===== config.mk =====
export PLATFORM = sky130hd
export DESIGN_NAME = ex_mem_pipe_ctrl
export DESIGN_NICKNAME = d
export VERILOG_FILES = /design/src/rtl/ex_mem_pipe_ctrl.sv
export SDC_FILE = /design/constraint.sdc
export NUM_CORES = 1
export LEC_CHECK = 0
export CAP_MARGIN = 0
export CORE_UTILIZATION = 51
export CTS_BUF_LIST = sky130_fd_sc_hd__clkbuf_4 sky130_fd_sc_hd__clkbuf_8 sky130_fd_sc_hd__clkbuf_16
export DETAILED_ROUTE_END_ITERATION = 7
export GPL_TIMING_DRIVEN = 0
export PLACE_DENSITY = 0.81
export SLEW_MARGIN = 20
export SYNTH_ARGS = -nofsm -noshare
export SYNTH_HDL_FRONTEND = slang
export SYNTH_SLANG_ARGS = --single-unit

===== constraint.sdc =====
create_clock -name clk -period 2.47 [get_ports clk]
set_clock_uncertainty 0.2 [all_clocks]
set_input_delay 0.6175 -clock clk [delete_from_list [all_inputs] [get_ports clk]]
set_output_delay 0.6175 -clock clk [all_outputs]
set_load 0.02 [all_outputs]

===== src/rtl/ex_mem_pipe_ctrl.sv =====
// EX->MEM pipeline register with valid/ready handshake, optional 2-entry skid buffer,
// synchronous flush and a saturating stall counter.
module ex_mem_pipe_ctrl #(
  parameter int unsigned XLEN    = 32,
  parameter bit          SKID_EN = 1'b1,
  parameter int unsigned CNT_W   = 16
) (
  input  logic             clk,
  input  logic             rst_n,
  input  logic             flush,
  input  logic             in_valid,
  output logic             in_ready,
  input  logic             load_in,
  input  logic             store_in,
  input  logic             reg_write_in,
  input  logic [1:0]       mem_reg_in,
  input  logic [XLEN-1:0]  opb_datain,
  input  logic [XLEN-1:0]  alu_res,
  input  logic [XLEN-1:0]  next_sel_addr,
  input  logic [XLEN-1:0]  pre_address_in,
  input  logic [XLEN-1:0]  instruction_in,
  output logic             out_valid,
  input  logic             out_ready,
  output logic             load_out,
  output logic             store_out,
  output logic             reg_write_out,
  output logic [1:0]       mem_reg_out,
  output logic [XLEN-1:0]  opb_dataout,
  output logic [XLEN-1:0]  alu_res_out,
  output logic [XLEN-1:0]  next_sel_address,
  output logic [XLEN-1:0]  pre_address_out,
  output logic [XLEN-1:0]  instruction_out,
  output logic [CNT_W-1:0] stall_cnt
);

  localparam int unsigned PW = 5 + 5 * XLEN;

  logic [PW-1:0]    in_pay;
  logic [PW-1:0]    main_q, main_d;
  logic [PW-1:0]    skid_q, skid_d;
  logic             main_valid_q, main_valid_d;
  logic             skid_valid_q, skid_valid_d;
  logic [CNT_W-1:0] stall_q, stall_d;
  logic             accept, emit;
  logic             ld_raw, st_raw, rw_raw;
  logic [1:0]       mr_raw;

  assign in_pay = {load_in, store_in, reg_write_in, mem_reg_in, opb_datain, alu_res,
                   next_sel_addr, pre_address_in, instruction_in};

  // With the skid buffer, in_ready depends only on state, breaking the out_ready path.
  assign in_ready = SKID_EN ? !skid_valid_q : (out_ready | !main_valid_q);
  assign accept   = in_valid & in_ready;
  assign emit     = main_valid_q & out_ready;

  always_comb begin
    main_d       = main_q;
    skid_d       = skid_q;
    main_valid_d = main_valid_q;
    skid_valid_d = skid_valid_q;
    if (flush) begin
      main_valid_d = 1'b0;
      skid_valid_d = 1'b0;
    end else if (emit) begin
      if (skid_valid_q) begin
        main_d       = skid_q;
        skid_valid_d = 1'b0;
      end else begin
        main_valid_d = accept;
        if (accept) main_d = in_pay;
      end
    end else if (!main_valid_q) begin
      main_valid_d = accept;
      if (accept) main_d = in_pay;
    end else if (accept && SKID_EN) begin
      skid_d       = in_pay;
      skid_valid_d = 1'b1;
    end
  end

  always_comb begin
    stall_d = stall_q;
    if (main_valid_q && !out_ready && !(&stall_q)) stall_d = stall_q + CNT_W'(1);
  end

  always_ff @(posedge clk or negedge rst_n) begin
    if (!rst_n) begin
      main_q       <= '0;
      skid_q       <= '0;
      main_valid_q <= 1'b0;
      skid_valid_q <= 1'b0;
      stall_q      <= '0;
    end else begin
      main_q       <= main_d;
      skid_q       <= skid_d;
      main_valid_q <= main_valid_d;
      skid_valid_q <= skid_valid_d;
      stall_q      <= stall_d;
    end
  end

  assign {ld_raw, st_raw, rw_raw, mr_raw, opb_dataout, alu_res_out, next_sel_address,
          pre_address_out, instruction_out} = main_q;

  // Controls are masked so a flushed or empty slot is an inert bubble.
  assign out_valid     = main_valid_q;
  assign load_out      = ld_raw & main_valid_q;
  assign store_out     = st_raw & main_valid_q;
  assign reg_write_out = rw_raw & main_valid_q;
  assign mem_reg_out   = mr_raw & {2{main_valid_q}};
  assign stall_cnt     = stall_q;

endmodule

==> impl_metrics.py, run 1 <==
metrics = {
    "logic_synthesis": {
        "synthMuxAreaShare_pct": 11.5,
        "syn-num-nets": 1340,
        "yosysWarningCount": 0,
        "syn-instance-count": 1169,
        "synth_seq_area_share_pct": 53.6,
        "synthXorXnorAreaFrac_pct": 0.701,
        "synth_compound_area_share_pct": 21.4,
        "synth_fa_ha_area_share_pct": 0.0770,
        "syn_area_sq_um": 16200,
        "synthSimpleGateAreaFrac_pct": 1.72,
        "syn_avg_cell_area_sq_um": 13.9,
        "synth_top_family_by_area": "compound AO/OA/AOI/OAI gates",
        "yosys_register_bits": 348,
        "yosysUniqueCellTypes": 36,
    },
    "clocking": {
        "clkTransAtPathRegs_ns": 0.06,
        "htree_levels": 2,
        "cts_buffer_depth": 3,
        "cts.sinks": 348,
        "cts_tree": "done",
        "cts_root_buffer": "clkbuf_16",
        "cts_buffers": 38,
        "clk_latency_ns": 0.52,
    },
    "sta": {
        "fin_ws_ns": 0.0287,
        "rsz0062_at_grt": "yes",
        "finalHoldViolCount": 0,
        "drv_slew": 0,
        "max-slew-margin-rel_pct": 49.7,
        "fmaxAchievable_mhz": 410,
        "setup_violations": 0,
        "fin_crit_ns": 2.44,
        "tightest_slew_ns": 0.754,
        "final.period_utilization_pct": 98.8,
    },
    "cells_and_area": {
        "synthToLayoutAreaGrowth_pct": 33.8,
        "nets": 1736,
        "drive_above_1_share_pct": 28.8,
        "fin_area_sq_um": 21700,
        "layoutNonFillerInstCount": 1993,
        "final_core_util_pct": 70.2,
    },
    "critical_path": {
        "path_max_fanout": 2,
        "cp.buffers_inverters": 2,
        "path_delay_family": "buffers and inverters",
        "worstSetupPathType": "flop to primary output",
        "critPathMaxStageDelay_ns": 0.59,
        "cpMaxStageDelayCell": "clkdlybuf4s50_1",
        "cp.required_ns": 1.65,
        "worstPathArrival_ns": 1.62,
        "crit_cells": 2,
        "endpoint_kind": "primary output",
        "reg2reg_depth": 6,
        "worst_setup_path_start_kind": "flop",
        "crit_path_cell_trace": "buf_4, clkdlybuf4s50_1",
    },
    "detailed_routing": {
        "finalWirelength_um": 41700,
        "wl_per_cell_um": 20.9,
        "drt-pass1-iter-count": 6,
        "vias": 11100,
        "drt_iter0_markers": 512,
        "drc": 0,
        "viasPerCell": 5.58,
        "ant_nets": 0,
    },
    "flow_run": {
        "drv_cap": 0,
    },
    "placed_design": {
        "dpl-instance-area_sq_um": 20400,
        "gp_congestion": 0.814,
        "io_buffers": 352,
        "post-place-ws_ns": -0.467,
        "dpl.hpwl_um": 29400,
        "placedCellCount": 1920,
    },
    "floorplanning": {
        "die-area_sq_um": 32600,
        "core_sq_um": 31000,
        "ioPinCount": 353,
        "initial_core_util_pct": 52.4,
        "chipHeight_um": 180,
        "num_rows": 64,
        "die_x_um": 180,
    },
    "global_route": {
        "grt_pass1_vias": 12000,
        "grt_max_degree": 98,
        "antenna_found_initial": 9,
        "grtUsageTotal_pct": 25.8,
        "grt_pass1_wl_um": 66700,
        "grt_remaining_overflow": 0,
    },
    "pwr": {
        "ir_drop_uv": 581,
        "finalPower_w": 0.0188,
        "power.leakage_nw": 9.31,
        "p_per_area_nw_per_um2": 865,
    },
    "min_path": {
        "hp-class": "flop to flop",
        "min_path_cells": 1,
    },
    "run_status": {
        "status": "completed",
    },
}
-- logic make-up after synthesis --
group / after synthesis
simple gates: 46
fa+ha+maj: 1
xor+xnor: 13
compound gates: 339
mux: 166
buf+inv: 256
flops: 348
-- synth_stat cells --
master	number	area, sq um
a211oi_1	1	7.51
a21boi_2	1	11.3
a21oi_1	5	25.0
a2bb2oi_1	15	131
a2bb2oi_2	150	2250
a31oi_1	1	6.26
and2_1	7	43.8
and3_1	2	12.5
and4_1	4	35.0
buf_1	4	15.0
buf_2	21	105
buf_4	173	1300
buf_6	21	236
clkbuf_1	34	128
dfrtp_1	348	8710
ha_1	1	12.5
inv_1	3	11.3
mux2_1	150	1690
mux2_2	16	180
nand2_1	6	22.5
nand2_2	1	6.26
nand2b_1	1	6.26
nand3_1	6	30.0
nand4_1	5	31.3
nor2_1	3	11.3
nor2_2	1	6.26
nor2b_1	2	12.5
nor3_1	2	10.0
nor3_2	1	10.0
nor3_4	1	16.3
nor3b_1	1	7.51
nor4_1	3	18.8
o21ai_0	1	5.00
o22ai_1	165	1030
xnor2_1	9	78.8
xor2_1	4	35.0
-- metrics by stage --
stage | setup TNS, ns | hold slack, ns
after floorplan | 0 | 0.122
after global placement | -5188.24 | 0.267
after detailed placement | -112.49 | 0.275
after CTS | 0 | 0.288
after global routing | -0.0559 | 0.296
final | 0 | 0.283
-- worst register-to-register path, stage by stage, from the launching register on --
cell       delay (ns)
dfrtp_1          0.39
buf_4            0.18
nor2b_1          0.16
nor2_2           0.19
buf_2            0.36
buf_1            0.62
a2bb2oi_2        0.11
-- cell usage in the layout, fill, tap and decap left out, types with 2 or more instances in the layout --
cell,n
xnor2_1,9
dfrtp_1,348
nor2b_1,2
buf_16,3
a21oi_1,5
clkinvlp_4,2
a2bb2oi_2,150
inv_1,3
clkdlybuf4s50_1,301
buf_2,20
nor3_1,2
dlymetal6s2s_1,30
clkbuf_8,6
buf_6,21
diode_2,5
nand4_1,5
mux2_1,150
bufinv_16,3
and2_1,7
nor4_1,3
clkbuf_1,34
mux2_2,16
buf_1,3
buf_4,174
o22ai_1,165
nand2_1,6
and3_1,2
and4_1,4
clkinv_2,8
nor2_1,3
a2bb2oi_1,15
nand3_1,6
xor2_1,4
clkbuf_16,41
dlygate4sd2_1,18
clkdlybuf4s15_1,2
clkbuf_4,6
-- registers in the layout, indices dropped and copies added, names as in the netlist --
register      count
skid_q          165
main_q          165
skid_valid_q      1
stall_cnt        16
out_valid         1
-- worst paths after layout --
check | to | startpoint | slack [ns]
worst min-delay path | skid_q[142] | skid_q[142] | 0.28
min in group asynchronous | main_q[76] | rst_n | 0.44
max in group asynchronous | main_q[156] | rst_n | 0.28
worst max-delay path | next_sel_address[30] | main_q[94] | 0.03
worst max register to register | main_q[65] | out_valid | 0.10
worst min register to register | skid_q[142] | skid_q[142] | 0.28
-- power breakdown --
group          switching (W)  internal (W)
clock                0.00228       0.00358
combinational        0.00213       0.00297
sequential          0.000838       0.00701
-- final cells by class --
class	count	area, sq um
Sequential cell	348	8710
Clock inverter	14	154
Timing Repair Buffer	356	3680
Clock buffer	53	1150
Multi-Input combinational cell	565	5750
Tap cell	396	495
Fill cell	2138	9240
Inverter	3	11.3
Antenna cell	5	12.5
Buffer	253	1790
-- per-layer routing --
| metal | vias to the layer above | wire, um | global-route usage, % |
|---|---|---|---|
| met2 | 353 | 20800 | 43.8 |
| met1 | 5653 | 16700 | 32.0 |
| met5 | - | 57 | 0 |
| li1 | 5032 | - | - |
| met4 | 8 | 1210 | 8.51 |
| met3 | 83 | 2920 | 6.71 |
-- timing repair --
item / 4_1_cts / 5_1_grt
hold buffers: 1 / 0
hold endpoints to repair: 81 / 0
setup endpoints to repair: 20 / 139
setup buffers: 0 / 0
gates resized for setup: 21 / 34
Power figures use the tool's default switching activity.
==> run 2, diff against run 1 <==
--- a/config.mk
+++ b/config.mk
@@ -6,11 +6,11 @@
 export NUM_CORES = 1
 export LEC_CHECK = 0
 export CAP_MARGIN = 0
-export CORE_UTILIZATION = 51
+export CORE_UTILIZATION = 35
 export CTS_BUF_LIST = sky130_fd_sc_hd__clkbuf_4 sky130_fd_sc_hd__clkbuf_8 sky130_fd_sc_hd__clkbuf_16
 export DETAILED_ROUTE_END_ITERATION = 7
 export GPL_TIMING_DRIVEN = 0
-export PLACE_DENSITY = 0.81
+export PLACE_DENSITY = 0.6
 export SLEW_MARGIN = 20
 export SYNTH_ARGS = -nofsm -noshare
 export SYNTH_HDL_FRONTEND = slang
==> run 2 against run 1 <==
Compared with the run above:
- clock power rose by 1%
- hold slack improved by 0.0018 ns
- worst setup slack better by 0.019 ns
- global-route usage shrank 7.3 points
- final cell count increased by 10%
- maximum frequency up 0.78%
- final area is 0.62% higher
- largest cell class unchanged
- largest power group unchanged
==> impl_metrics.py, run 2 (same netlist as run 1, synthesis figures left out) <==
metrics = {
    "run_status": {
        "status": "completed",
    },
    "sta": {
        "setup_violations": 0,
        "final.period_utilization_pct": 98.1,
        "finalHoldViolCount": 0,
        "fin_crit_ns": 2.42,
        "fmaxAchievable_mhz": 413,
        "tightest_slew_ns": 0.647,
        "tns_ns": 0,
        "max-slew-margin-rel_pct": 56.9,
        "drv_slew": 0,
    },
    "detailed_routing": {
        "wl_met1_um": 19000,
        "drc": 0,
        "met3WireLength_um": 2860,
        "ant_nets": 0,
        "drt_iter0_markers": 539,
        "viasPerCell": 4.95,
        "drt-pass1-iter-count": 4,
        "highest_layer": "met5",
        "wl_met2_um": 20800,
        "vias": 10900,
        "finalWirelength_um": 43700,
        "wl_per_cell_um": 19.8,
    },
    "pwr": {
        "p_int_w": 0.0133,
        "p_clk_share_pct": 31.9,
        "pwr-share-seq_pct": 42.1,
        "switchingPower_w": 0.00527,
        "ir_drop_uv": 510,
        "swShare_pct": 28.4,
        "p_per_area_nw_per_um2": 847,
        "power.leakage_nw": 9.39,
        "p_comb_share_pct": 26.0,
    },
    "cells_and_area": {
        "nets": 1739,
        "synthToLayoutAreaGrowth_pct": 34.7,
        "final_core_util_pct": 48.0,
        "drive_above_1_share_pct": 29.7,
        "layout_common_cells": "dfrtp_1 (348), clkdlybuf4s50_1 (191), buf_4 (173)",
        "final_common_cell": "dfrtp_1",
        "fin_area_sq_um": 21900,
    },
    "global_route": {
        "grt_remaining_overflow": 0,
        "grtUsageTotal_pct": 18.5,
        "antenna_found_initial": 11,
        "grt_pass1_vias": 11500,
        "grt_max_degree": 95,
        "grt_pass1_wl_um": 67700,
    },
    "critical_path": {
        "reg2reg_depth": 6,
        "cp.buffers_inverters": 2,
        "ff2ff_setup_slack_ns": 0.15,
        "critPathMaxStageDelay_ns": 0.58,
        "r2r_start": "out_valid",
        "worstSetupPathType": "flop to primary output",
        "crit_path_cell_trace": "buf_4, clkdlybuf4s50_1",
        "worst_setup_path_start_kind": "flop",
        "path_max_fanout": 2,
        "timing.rr.end": "main_q[78]",
        "cp.required_ns": 1.65,
        "path_delay_family": "buffers and inverters",
        "endpoint_kind": "primary output",
        "worstPathArrival_ns": 1.60,
        "cpMaxStageDelayCell": "clkdlybuf4s50_1",
    },
    "min_path": {
        "min_path_cells": 1,
        "hp-class": "flop to flop",
        "min_to": "skid_q[85]",
        "min_from": "skid_q[85]",
    },
    "floorplanning": {
        "die-area_sq_um": 47300,
        "initial_core_util_pct": 35.7,
        "ioPinCount": 353,
        "num_rows": 78,
        "chipHeight_um": 217,
        "die_x_um": 217,
        "core_sq_um": 45600,
    },
    "placed_design": {
        "dpl.hpwl_um": 30700,
        "io_buffers": 352,
        "dpl-instance-area_sq_um": 20600,
        "gp_congestion": 0.787,
    },
    "clocking": {
        "htree_levels": 2,
        "clkTransAtPathRegs_ns": 0.06,
        "cts.sinks": 348,
        "cts_buffers": 41,
        "clk_latency_ns": 0.55,
        "cts_tree": "done",
        "cts_buffer_depth": 3,
        "cts_root_buffer": "clkbuf_16",
        "post_cts_buffers": 0,
    },
    "flow_run": {
        "drv_cap": 0,
    },
}
run 2: cell count changes in the layout (fill, tap and decap cells not counted), moves of 3 or more:
cell	delta
dlygate4sd2_1	+112
clkdlybuf4s50_1	-110
clkbuf_8	+6
clkbuf_4	+5
clkdlybuf4s15_2	+5
dlymetal6s2s_1	-5
bufinv_16	-3
clkbuf_1	-3
clkbuf_2	+3
run 2: power groups by stage:
stage | clock network, W | registers [W] | logic, W
floorplan | 0 | 0.00773 | 0.00321
finish | 0.00592 | 0.00780 | 0.00481
detailed placement | 0 | 0.00788 | 0.00521
CTS | 0.00611 | 0.00779 | 0.00491
global route | 0.00632 | 0.00796 | 0.00516
global placement | 0 | 0.00785 | 0.00511
run 2: final cells by class:
type | count | area (sq um)
Sequential cell | 348 | 8710
Buffer | 253 | 1800
Multi-Input combinational cell | 565 | 5750
Inverter | 3 | 11.3
Tap cell | 600 | 751
Timing Repair Buffer | 356 | 3530
Fill cell | 4107 | 23700
Antenna cell | 3 | 7.51
Clock buffer | 64 | 1270
Clock inverter | 9 | 55.1
run 2: timing repair:
action,CTS,global route
pin swaps,0,1
hold buffers,1,0
gates resized for setup,148,34
cloned,0,0
hold endpoints to repair,71,0
endpoints found under the setup margin,167,169
run 2: worst max path at each step:
| stage | from | to | slack (ns) | cells past startpoint |
|---|---|---|---|---|
| 2_1_floorplan | out_ready | skid_q[114] | 0.38 | 6 |
| 4_1_cts | main_q[119] | alu_res_out[23] | 0.00005 | 2 |
| 6_report | main_q[95] | next_sel_address[31] | 0.05 | 2 |
| 3_3_place_gp | rst_n | skid_q[24] | -15.32 | 1 |
| 3_5_place_dp | out_ready | skid_q[140] | -0.52 | 7 |
| 5_1_grt | out_valid | mem_reg_out[0] | -0.0008 | 3 |
run 2: metrics by stage:
stage | std cells | setup slack, ns | power [W] | hold slack (ns)
3_3_place_gp | 2121 | -15.32 | 0.0130 | 0.267
3_5_place_dp | 2124 | -0.523 | 0.0131 | 0.275
2_1_floorplan | 1169 | 0.376 | 0.0109 | 0.122
6_report | 2201 | 0.0476 | 0.0185 | 0.285
5_1_grt | 2199 | -0.000761 | 0.0194 | 0.297
4_1_cts | 2198 | 0.0000481 | 0.0188 | 0.287
run 2: metal layers:
layer / track usage, % / vias to the layer above
met5: 0 / -
met3: 5.09 / 65
met2: 29.7 / 263
li1: - / 5048
met4: 5.82 / 12
met1: 24.2 / 5505
==> run 3, diff against run 2 <==
--- a/config.mk
+++ b/config.mk
@@ -7,11 +7,13 @@
 export LEC_CHECK = 0
 export CAP_MARGIN = 0
 export CORE_UTILIZATION = 35
-export CTS_BUF_LIST = sky130_fd_sc_hd__clkbuf_4 sky130_fd_sc_hd__clkbuf_8 sky130_fd_sc_hd__clkbuf_16
+export CTS_BUF_LIST = sky130_fd_sc_hd__clkbuf_2
 export DETAILED_ROUTE_END_ITERATION = 7
 export GPL_TIMING_DRIVEN = 0
 export PLACE_DENSITY = 0.6
+export SKIP_CTS_REPAIR_TIMING = 1
 export SLEW_MARGIN = 20
 export SYNTH_ARGS = -nofsm -noshare
 export SYNTH_HDL_FRONTEND = slang
 export SYNTH_SLANG_ARGS = --single-unit
+export TNS_END_PERCENT = 5
==> run 3 against run 2 <==
Compared with the run above:
- the run now ends with setup timing left
- non-clock buffer count is 180 higher
- total power is 3.2% lower
- count of clock-buffer cells in the layout is 78 higher
- sequential power is 1% higher
- final cell count is 13% higher
- global-route usage is 0.36 points higher
- sequential share of layout area is 3.5 points lower
- worst setup slack worse by 0.23 ns
- first-iteration DRC count is 6.5% lower
- clock power is 30% lower
- critical path type unchanged
- largest cell class unchanged
- largest power group unchanged
==> impl_metrics.py, run 3 (same netlist as run 1, synthesis figures left out) <==
metrics = {
    "critical_path": {
        "reg2reg_depth": 7,
        "worst_setup_path_start_kind": "flop",
        "worstSetupPathType": "flop to primary output",
        "cpMaxStageDelayCell": "dfrtp_1",
        "ff2ff_setup_slack_ns": 0,
        "crit_cells": 3,
        "timing.rr.end": "main_q[141]",
        "r2r_start": "out_valid",
        "path_delay_family": "flip-flops",
        "cp-startpoint": "out_valid",
        "path_max_fanout": 6,
        "cp.required_ns": 1.65,
        "crit_path_cell_trace": "buf_6, and2_4, buf_6",
        "cpMostUsedCell": "buf_6",
        "critPathMaxStageDelay_ns": 0.40,
        "endpoint_kind": "primary output",
        "worstPathArrival_ns": 1.84,
        "cp.buffers_inverters": 2,
        "crit_end": "mem_reg_out[0]",
    },
    "run_status": {
        "violations": "setup timing",
        "status": "finished, violations left",
    },
    "sta": {
        "fmaxAchievable_mhz": 376,
        "drv_slew": 0,
        "rsz0062_at_grt": "yes",
        "final.period_utilization_pct": 108,
        "max-slew-margin-rel_pct": 54.8,
        "setup_violations": 157,
        "tightest_slew_ns": 0.677,
        "fin_ws_ns": -0.187,
        "finalHoldViolCount": 0,
        "fin_crit_ns": 2.66,
    },
    "cells_and_area": {
        "final_common_cell": "buf_6",
        "nFillCells": 3958,
        "synthToLayoutAreaGrowth_pct": 47.9,
        "layoutNonFillerInstCount": 2485,
        "layout_common_cells": "buf_6 (345), dfrtp_1 (342), dlygate4sd3_1 (169)",
        "fin_area_sq_um": 24000,
        "drive_above_1_share_pct": 40.0,
        "nets": 1975,
    },
    "pwr": {
        "p_per_area_nw_per_um2": 747,
        "pwr-share-seq_pct": 44.0,
        "p_clk_share_pct": 23.0,
        "p_int_w": 0.0122,
        "ir_drop_uv": 466,
        "power.leakage_nw": 10.4,
        "p_comb_share_pct": 33.0,
        "switchingPower_w": 0.00571,
        "swShare_pct": 31.8,
    },
    "detailed_routing": {
        "wl_per_cell_um": 18.8,
        "drc": 0,
        "drt-pass1-iter-count": 6,
        "vias": 12000,
        "viasPerCell": 4.83,
        "finalWirelength_um": 46700,
        "drt_iter0_markers": 504,
        "ant_nets": 0,
    },
    "clocking": {
        "cts_root_buffer": "clkbuf_2",
        "cts_buffers": 97,
        "clkTransAtPathRegs_ns": 0.10,
        "cts.sinks": 348,
        "cts_tree": "done",
        "cts_buffer_depth": 3,
        "clk_latency_ns": 1.06,
        "htree_levels": 3,
    },
    "global_route": {
        "grt_remaining_overflow": 0,
        "grt_pass1_vias": 12000,
        "grtUsageTotal_pct": 18.9,
        "antenna_found_initial": 5,
        "grt_max_degree": 95,
        "grt_pass1_wl_um": 68600,
    },
    "floorplanning": {
        "ioPinCount": 353,
        "initial_core_util_pct": 35.7,
        "core_sq_um": 45600,
        "num_rows": 78,
        "chipHeight_um": 217,
        "die-area_sq_um": 47300,
        "die_x_um": 217,
    },
    "placed_design": {
        "gp_congestion": 0.787,
        "dpl-instance-area_sq_um": 20600,
        "io_buffers": 352,
        "dpl.hpwl_um": 30700,
        "placedCellCount": 2124,
    },
    "flow_run": {
        "drv_cap": 0,
    },
    "min_path": {
        "hp-class": "input pin to flop",
    },
}
-- run 3: cell count changes in the layout (fill, tap and decap cells not counted), moves of 12 or more --
cell,delta
buf_6,+324
dlygate4sd3_1,+168
clkbuf_2,+151
buf_4,-140
dlygate4sd2_1,-130
clkbuf_16,-41
dlymetal6s2s_1,-25
clkdlybuf4s50_1,-23
clkinv_1,+23
clkbuf_8,-12
-- run 3: area by class of cell --
cell class                      count  area (sq um)  area share (%)
Tap cell                          600           751            3.12
Clock inverter                     28           141           0.588
Multi-Input combinational cell    565          5760            24.0
Buffer                            247          2320            9.66
Inverter                            3          11.3          0.0469
Antenna cell                       10          25.0           0.104
Clock buffer                      142           711            2.96
Sequential cell                   348          8720            36.3
Timing Repair Buffer              542          5590            23.3
-- run 3: metal layers --
metal  up-vias  track usage (%)  share of wire, %  wire (um)
met1      6004             23.9                43      20200
met4         2             6.15               2.1        957
met3        82             7.06               6.2       2870
li1       5573                -                 -          -
met2       336             29.6                48      22600
met5         -                0             0.034         16
-- run 3: how the worst min path moves through the flow --
stage,depth (start not counted),slack [ns],from,end
6_report,2,0.13,next_sel_addr[1],skid_q[65]
5_1_grt,2,-0.04,next_sel_addr[1],skid_q[65]
4_1_cts,1,-0.80,rst_n,main_q[138]
3_5_place_dp,1,0.28,skid_q[79],skid_q[79]
3_3_place_gp,1,0.27,skid_q[70],skid_q[70]
2_1_floorplan,0,0.12,rst_n,main_q[0]
-- run 3: worst register-to-register path: stages (launching register included) --
cell and delay (ns):
dfrtp_1 0.40, buf_6 0.14, buf_4 0.14, nand3_1 0.19, buf_2 0.39, clkbuf_1 0.57, o22ai_1 0.20, a2bb2oi_2 0.18
-- run 3: through the flow --
stage	total power [W]	setup WS, ns	utilization (%)	TNS [ns]	hold WS [ns]
4_1_cts	0.0173	-1.05	47.1	-121.27	-0.798
5_1_grt	0.0190	-0.392	52.7	-47.96	-0.0398
3_5_place_dp	0.0131	-0.523	45.2	-134.11	0.275
2_1_floorplan	0.0109	0.376	-	0	0.122
6_report	0.0179	-0.187	52.7	-8.02	0.133
3_3_place_gp	0.0130	-15.32	45.0	-5440.38	0.267
-- run 3: power groups by stage --
stage                     Clock (W)  Combinational, W  Sequential [W]
final                       0.00413           0.00593         0.00789
after global routing        0.00464           0.00627         0.00804
after CTS                   0.00432           0.00522         0.00778
after detailed placement          0           0.00521         0.00788
after global placement            0           0.00511         0.00785
after floorplan                   0           0.00321         0.00773
